File: config.mk
export PLATFORM = sky130hd
export DESIGN_NAME = traffic_phase_ctrl
export DESIGN_NICKNAME = d
export VERILOG_FILES = /design/src/rtl/traffic_pkg.sv /design/src/rtl/rr_phase_pick.sv /design/src/rtl/traffic_phase_ctrl.sv
export SDC_FILE = /design/constraint.sdc
export NUM_CORES = 1
export LEC_CHECK = 0
export BUFFER_PORTS_ARGS = -buffer_cell sky130_fd_sc_hd__buf_2
export CORE_MARGIN = 1.5
export CORE_UTILIZATION = 45
export DETAILED_ROUTE_END_ITERATION = 16
export GPL_ROUTABILITY_DRIVEN = 0
export PLACE_DENSITY = 0.64
export SLEW_MARGIN = 20
export SYNTH_ARGS = -nofsm -noshare
export SYNTH_HDL_FRONTEND = slang
export SYNTH_SLANG_ARGS = --single-unit
File: constraint.sdc
create_clock -name clk -period 5.4 [get_ports clk]
set_input_delay 0.27 -clock clk [delete_from_list [all_inputs] [get_ports clk]]
set_output_delay 0.27 -clock clk [all_outputs]
set_load 0.005 [all_outputs]
File: src/rtl/traffic_pkg.sv
// Shared types and helpers for the N-phase traffic signal controller.
// Sensor-to-duration mapping lives here so other controllers can reuse it.
package traffic_pkg;

  typedef enum logic [1:0] {
    GREEN   = 2'd0,
    YELLOW  = 2'd1,
    ALL_RED = 2'd2
  } state_e;

  localparam int unsigned SENS_MAX = 32;

  // Only the low n bits are meaningful; an idle phase gets the 1-tick minimum.
  function automatic int unsigned phase_dur_f(
    input logic [SENS_MAX-1:0] bits,
    input int unsigned         n,
    input int unsigned         t_full,
    input int unsigned         t_part
  );
    logic [SENS_MAX-1:0] mask;
    logic [SENS_MAX-1:0] act;
    mask = '0;
    for (int unsigned i = 0; i < SENS_MAX; i++) begin
      if (i < n) mask[i] = 1'b1;
    end
    act = bits & mask;
    if (act == mask && mask != '0) begin
      return t_full;
    end else if (act != '0) begin
      return t_part;
    end
    return 1;
  endfunction

endpackage

File: src/rtl/rr_phase_pick.sv
// Combinational round-robin picker: first set demand bit at or after
// start_i, wrapping modulo N.
module rr_phase_pick #(
  parameter int N  = 4,
  parameter int IW = (N > 1) ? $clog2(N) : 1
) (
  input  logic [N-1:0]  demand_i,
  input  logic [IW-1:0] start_i,
  output logic          found_o,
  output logic [IW-1:0] idx_o
);

  int unsigned j;

  // Scan farthest-first so the nearest hit is the one left standing.
  always_comb begin
    found_o = 1'b0;
    idx_o   = '0;
    j       = 0;
    for (int k = N - 1; k >= 0; k--) begin
      j = 32'(start_i) + 32'(k);
      if (j >= 32'(N)) j = j - 32'(N);
      if (demand_i[IW'(j)]) begin
        found_o = 1'b1;
        idx_o   = IW'(j);
      end
    end
  end

endmodule

File: src/rtl/traffic_phase_ctrl.sv
// Sensor-driven N-phase signal controller: GREEN -> YELLOW -> ALL_RED,
// round-robin over demanding phases, with emergency preemption.
module traffic_phase_ctrl
  import traffic_pkg::*;
#(
  parameter int NUM_PHASES     = 4,
  parameter int SENS_PER_PHASE = 2,
  parameter int CNT_W          = 8,
  parameter int T_GREEN_FULL   = 60,
  parameter int T_GREEN_PART   = 30,
  parameter int T_YELLOW       = 3,
  parameter int T_ALLRED       = 1
) (
  input  logic                                 clk,
  input  logic                                 rst,
  input  logic                                 tick,
  input  logic [NUM_PHASES*SENS_PER_PHASE-1:0] sensors,
  input  logic                                 preempt_req,
  input  logic [$clog2(NUM_PHASES)-1:0]        preempt_phase,
  output logic [NUM_PHASES-1:0]                green,
  output logic [NUM_PHASES-1:0]                yellow,
  output logic                                 all_red,
  output logic [$clog2(NUM_PHASES)-1:0]        phase,
  output logic [CNT_W-1:0]                     remaining
);

  localparam int PW = $clog2(NUM_PHASES);
  localparam longint TMAX = longint'(1) << CNT_W;
  localparam logic [CNT_W-1:0] Y_LD  = CNT_W'(T_YELLOW - 1);
  localparam logic [CNT_W-1:0] AR_LD = CNT_W'(T_ALLRED - 1);

  if (NUM_PHASES < 2) begin : g_chk_np
    $error("NUM_PHASES must be at least 2");
  end
  if (SENS_PER_PHASE < 1 || SENS_PER_PHASE > SENS_MAX) begin : g_chk_sp
    $error("SENS_PER_PHASE out of range");
  end
  if (T_GREEN_FULL < 1 || longint'(T_GREEN_FULL) > TMAX) begin : g_chk_gf
    $error("T_GREEN_FULL out of range");
  end
  if (T_GREEN_PART < 1 || longint'(T_GREEN_PART) > TMAX) begin : g_chk_gp
    $error("T_GREEN_PART out of range");
  end
  if (T_YELLOW < 1 || longint'(T_YELLOW) > TMAX) begin : g_chk_y
    $error("T_YELLOW out of range");
  end
  if (T_ALLRED < 1 || longint'(T_ALLRED) > TMAX) begin : g_chk_ar
    $error("T_ALLRED out of range");
  end

  state_e            state_q, state_d;
  logic [PW-1:0]     phase_q, phase_d;
  logic [PW-1:0]     target_q, target_d;
  logic [CNT_W-1:0]  timer_q, timer_d;

  logic [NUM_PHASES-1:0] dem;
  logic [CNT_W-1:0]      load_v [NUM_PHASES];

  for (genvar p = 0; p < NUM_PHASES; p++) begin : g_ph
    logic [SENS_MAX-1:0] bits;
    assign bits = SENS_MAX'(sensors[p*SENS_PER_PHASE +: SENS_PER_PHASE]);
    assign dem[p] = |bits;
    assign load_v[p] = CNT_W'(phase_dur_f(bits, SENS_PER_PHASE,
                                          T_GREEN_FULL, T_GREEN_PART) - 1);
  end

  // Indices that do not name a real phase never preempt.
  logic [2**PW-1:0] pp_ok;
  for (genvar i = 0; i < 2**PW; i++) begin : g_pok
    assign pp_ok[i] = (i < NUM_PHASES);
  end

  logic          pre_v;
  logic [PW-1:0] pre_p;
  assign pre_v = preempt_req & pp_ok[preempt_phase];
  assign pre_p = preempt_phase;

  logic [NUM_PHASES-1:0] rr_dem;
  logic [PW-1:0]         rr_start;
  logic                  rr_found;
  logic [PW-1:0]         rr_idx;

  assign rr_dem   = dem & ~(NUM_PHASES'(1) << phase_q);
  assign rr_start = (phase_q == PW'(NUM_PHASES - 1)) ? '0 : phase_q + 1'b1;

  rr_phase_pick #(
    .N  (NUM_PHASES),
    .IW (PW)
  ) u_pick (
    .demand_i (rr_dem),
    .start_i  (rr_start),
    .found_o  (rr_found),
    .idx_o    (rr_idx)
  );

  always_comb begin
    state_d  = state_q;
    phase_d  = phase_q;
    target_d = target_q;
    timer_d  = timer_q;
    if (tick) begin
      unique case (state_q)
        GREEN: begin
          if (pre_v) begin
            if (pre_p != phase_q) begin
              state_d  = YELLOW;
              target_d = pre_p;
              timer_d  = Y_LD;
            end
          end else if (timer_q != '0) begin
            timer_d = timer_q - 1'b1;
          end else if (rr_found) begin
            state_d  = YELLOW;
            target_d = rr_idx;
            timer_d  = Y_LD;
          end else begin
            // Idle phase yields 0 here, so no-demand simply re-checks.
            timer_d = load_v[phase_q];
          end
        end
        YELLOW: begin
          if (pre_v) target_d = pre_p;
          if (timer_q != '0) begin
            timer_d = timer_q - 1'b1;
          end else begin
            state_d = ALL_RED;
            timer_d = AR_LD;
          end
        end
        ALL_RED: begin
          if (pre_v) target_d = pre_p;
          if (timer_q != '0) begin
            timer_d = timer_q - 1'b1;
          end else begin
            state_d = GREEN;
            phase_d = pre_v ? pre_p : target_q;
            timer_d = load_v[phase_d];
          end
        end
        default: state_d = GREEN;
      endcase
    end
  end

  always_ff @(posedge clk or posedge rst) begin
    if (rst) begin
      state_q  <= GREEN;
      phase_q  <= '0;
      target_q <= '0;
      timer_q  <= '0;
    end else begin
      state_q  <= state_d;
      phase_q  <= phase_d;
      target_q <= target_d;
      timer_q  <= timer_d;
    end
  end

  assign green     = (state_q == GREEN) ? (NUM_PHASES'(1) << phase_q) : '0;
  assign yellow    = (state_q == YELLOW) ? (NUM_PHASES'(1) << phase_q) : '0;
  assign all_red   = (state_q == ALL_RED);
  assign phase     = phase_q;
  assign remaining = timer_q;

endmodule

==> impl_metrics.csv <==
group,metric,value,unit
status,outcome,"finished, final reports clean",
routing,via_per_inst,5.667,
sta,min_period,2640,ps
sta,postLayoutSetupSlackWorst,2760,ps
job,max_cap_viols,0,
cts,tritoncts.num_buffers,3,
routing,routed-via-count,1547,
synthesis,ys_async_sr_fraction,100.0,%
worst_setup_path,crit_path_max_fanout,14,
routing,post_drt_antenna_nets,0,
global_route,grt_pass1_vias,1434,
layout,ff_latch_area,350.3,um^2
floorplan,initial_core_util,46.52,%
synthesis,synth_edf_count,0,
cts,cts_resized,0,
synthesis,post-synth-top-count-cell,"sky130_fd_sc_hd__ha_1",
layout,fillCellCount,379,
worst_setup_path,setup.worst_path.start,"phase[0]$_DFFE_PP0P_",
worst_setup_path,critPathRequiredTime,5570,ps
worst_setup_path,critPathKind,"reg2reg",
worst_setup_path,arrival,2810,ps
synthesis,post_synthesis_cell_area,1690,um^2
synthesis,synth_top_cells_by_area,"sky130_fd_sc_hd__dfrtp_1, sky130_fd_sc_hd__ha_1, sky130_fd_sc_hd__mux4_2",
floorplan,design.portCount,33,
worst_setup_path,worst_setup_path_end_kind,"register",
global_route,grt_start_max_net_pins,15,
synthesis,synth.yosys.seq_area_share,20.73,%
floorplan,core_area,3633,um^2
sta,final.setup.tns,0,ps
synthesis,ys_types,52,
synthesis,synth_top_cells_by_count,"sky130_fd_sc_hd__ha_1, sky130_fd_sc_hd__inv_1, sky130_fd_sc_hd__nand2_1",
synthesis,synth_flop_cell,"sky130_fd_sc_hd__dfrtp_1",
synthesis,synth_top_cell_by_area,"sky130_fd_sc_hd__dfrtp_1",
cts,cts_tree,"done",
synthesis,synthesized_area_per_cell,8.669,um^2
worst_setup_path,startpoint_type,"register",
cts,clock_sink_count,14,
layout,layout.core_utilization,53.10,%
cts,worst_skew_pair.late_latency,260,ps
floorplan,fp.dieH,64.29,um
placed_design,place.port_buffers,32,
synthesis,synthesis.instances,195,
sta,final.setup_skew,9.665,ps
sta,fmax,378.8,MHz
global_route,global_route_wire_length_before_repair,6672,um
layout,num_antenna_cells,0,
routing,route.final.wire_length,4017,um
placed_design,pre_cts_slack,2748,ps
cts,cts.clk_slew.worst_paths,70,ps
routing,avgRoutedWirePerCell,14.71,um
layout,nets,261,
synthesis,synth_warn,0,
power,power_per_cell_area,523.7,nW/um^2
floorplan,die_x,64.29,um
power,power.static_leakage,0.0009437,uW
sta,worst_slew_pin_slew,578.3,ps
sta,period_share,48.89,%
layout,areaGrowthSynthToFinish,14.14,%
routing,drt_drc_violations_left,0,
synthesis,yosysTopAreaCellShare,20.73,%
sta,grt_setup_unrepaired,"no",
worst_setup_path,reg2reg_slack,2760,ps
cts,htree_depth,1,
layout,area_of_the_multi_input_gates,1229,um^2
cts,cts.root.buffer_cell,"sky130_fd_sc_hd__clkbuf_8",
worst_setup_path,reg2regPathDepth,8,
routing,drt-pass1-iter-count,4,
floorplan,fp-row-count,22,
cts,cts.hold.buffers_added,0,
sta,final-max-slew-violation-count,0,
sta,slew_headroom,61.40,%
routing,first_drt_iteration_drcs,74,
cts,postCtsSetupRepairBufs,0,
synthesis,synth.ff_latch_count,14,
sta,hold_viol,0,
global_route,grt.total_usage,20.31,%
floorplan,area_enclosed_by_the_die_boundary,4133,um^2
sta,report.final.setup_viol,0,
worst_hold_path,hold_path_class,"in2async",
synthesis,postSynthNetCount,230,
cts,clock_tree.buffer_depth,2,
layout,final_layout_size_suffix_gt1_share,23.11,%
worst_setup_path,worst_r2r_startpoint,"phase[0]$_DFFE_PP0P_",
power,max_vdd_drop,0.2823,mV
placed_design,detailedPlacementHpwl,3127,um
global_route,grt.overflow.total,0,
global_route,antenna_found_initial,0,
==> flip-flops by register name (all words and copies together), names as in the netlist <==
name       flops
remaining      8
phase          2
state_q        2
target_q       2
==> kinds of logic after synthesis <==
group	after synthesis	share of synthesized area (%)
flip-flops	14	20.73
adder cells (fa/ha/maj)	21	15.54
multiplexers	13	14.66
buffers and inverters	26	6.588
AO/OA/AOI/OAI	46	18.80
AND/OR/NAND/NOR	72	22.13
XOR/XNOR	3	1.555
==> final timing paths <==
kind / end
max: target_q[0]$_DFFE_PP0P_
min: remaining[4]$_DFFE_PP0P_
max reg2reg: target_q[0]$_DFFE_PP0P_
min reg2reg: state_q[0]$_DFFE_PP0P_
max in group asynchronous: phase[1]$_DFFE_PP0P_
min in group clk: phase[0]$_DFFE_PP0P_
==> power by group <==
part	switching [uW]	internal (uW)	leakage, uW
sequential	81.0	153	0.000179
clock	44.8	64.8	0.0000288
combinational	368	299	0.000736
==> cell type report <==
cell class,instances,area share [%]
repair buffers,32,8.301
inverters,20,3.891
multi-input cells,155,63.68
well taps,48,3.113
flip-flops and latches,14,18.16
clock buffers,4,2.853
==> cells in the final DEF (no fill, tap or decap), types with 2 or more instances in the layout <==
| cell type | instances |
|---|---|
| sky130_fd_sc_hd__dfrtp_1 | 14 |
| sky130_fd_sc_hd__nor3_1 | 6 |
| sky130_fd_sc_hd__o221ai_1 | 2 |
| sky130_fd_sc_hd__a21o_1 | 2 |
| sky130_fd_sc_hd__a31oi_1 | 3 |
| sky130_fd_sc_hd__inv_1 | 20 |
| sky130_fd_sc_hd__nor2b_1 | 4 |
| sky130_fd_sc_hd__a22o_1 | 3 |
| sky130_fd_sc_hd__a21oi_1 | 9 |
| sky130_fd_sc_hd__or2_2 | 2 |
| sky130_fd_sc_hd__clkbuf_8 | 4 |
| sky130_fd_sc_hd__o21ai_0 | 8 |
| sky130_fd_sc_hd__mux2_2 | 4 |
| sky130_fd_sc_hd__mux4_1 | 2 |
| sky130_fd_sc_hd__nand3_1 | 8 |
| sky130_fd_sc_hd__xor2_1 | 3 |
| sky130_fd_sc_hd__nor4_1 | 3 |
| sky130_fd_sc_hd__nand2b_1 | 2 |
| sky130_fd_sc_hd__buf_2 | 32 |
| sky130_fd_sc_hd__and2_1 | 9 |
| sky130_fd_sc_hd__mux4_2 | 6 |
| sky130_fd_sc_hd__o21ai_1 | 2 |
| sky130_fd_sc_hd__nor2_1 | 14 |
| sky130_fd_sc_hd__ha_1 | 21 |
| sky130_fd_sc_hd__nand2_1 | 16 |
| sky130_fd_sc_hd__o31ai_1 | 2 |
==> per-layer routing <==
layer / GRT usage, % / wire [um]
met1: 26.04 / 1804
met2: 35.68 / 2003
met3: 1.937 / 150
met4: 6.649 / 57
met5: 0 / 0
==> worst max-delay path: stages, from the launching register on <==
cell                       delay [ps]
sky130_fd_sc_hd__dfrtp_1          680
sky130_fd_sc_hd__inv_1            130
sky130_fd_sc_hd__ha_1             260
sky130_fd_sc_hd__nor2_1           360
sky130_fd_sc_hd__o311ai_1         180
sky130_fd_sc_hd__a31oi_1          430
sky130_fd_sc_hd__and2b_1          260
sky130_fd_sc_hd__nor2_1            50
sky130_fd_sc_hd__a211oi_1         190
==> through the flow <==
stage | area [um^2] | hold WS, ps | cells | total power [uW]
global placement | 1874 | 364.0 | 269 | 897.6
detailed placement | 1874 | 371.3 | 269 | 899.7
floorplan | 1690 | 159.2 | 195 | 722.3
global route | 1929 | 132.1 | 273 | 1103
finish | 1929 | 55.93 | 273 | 1010
CTS | 1929 | 97.80 | 273 | 1013
No activity file was read; power rests on OpenSTA's default activity.
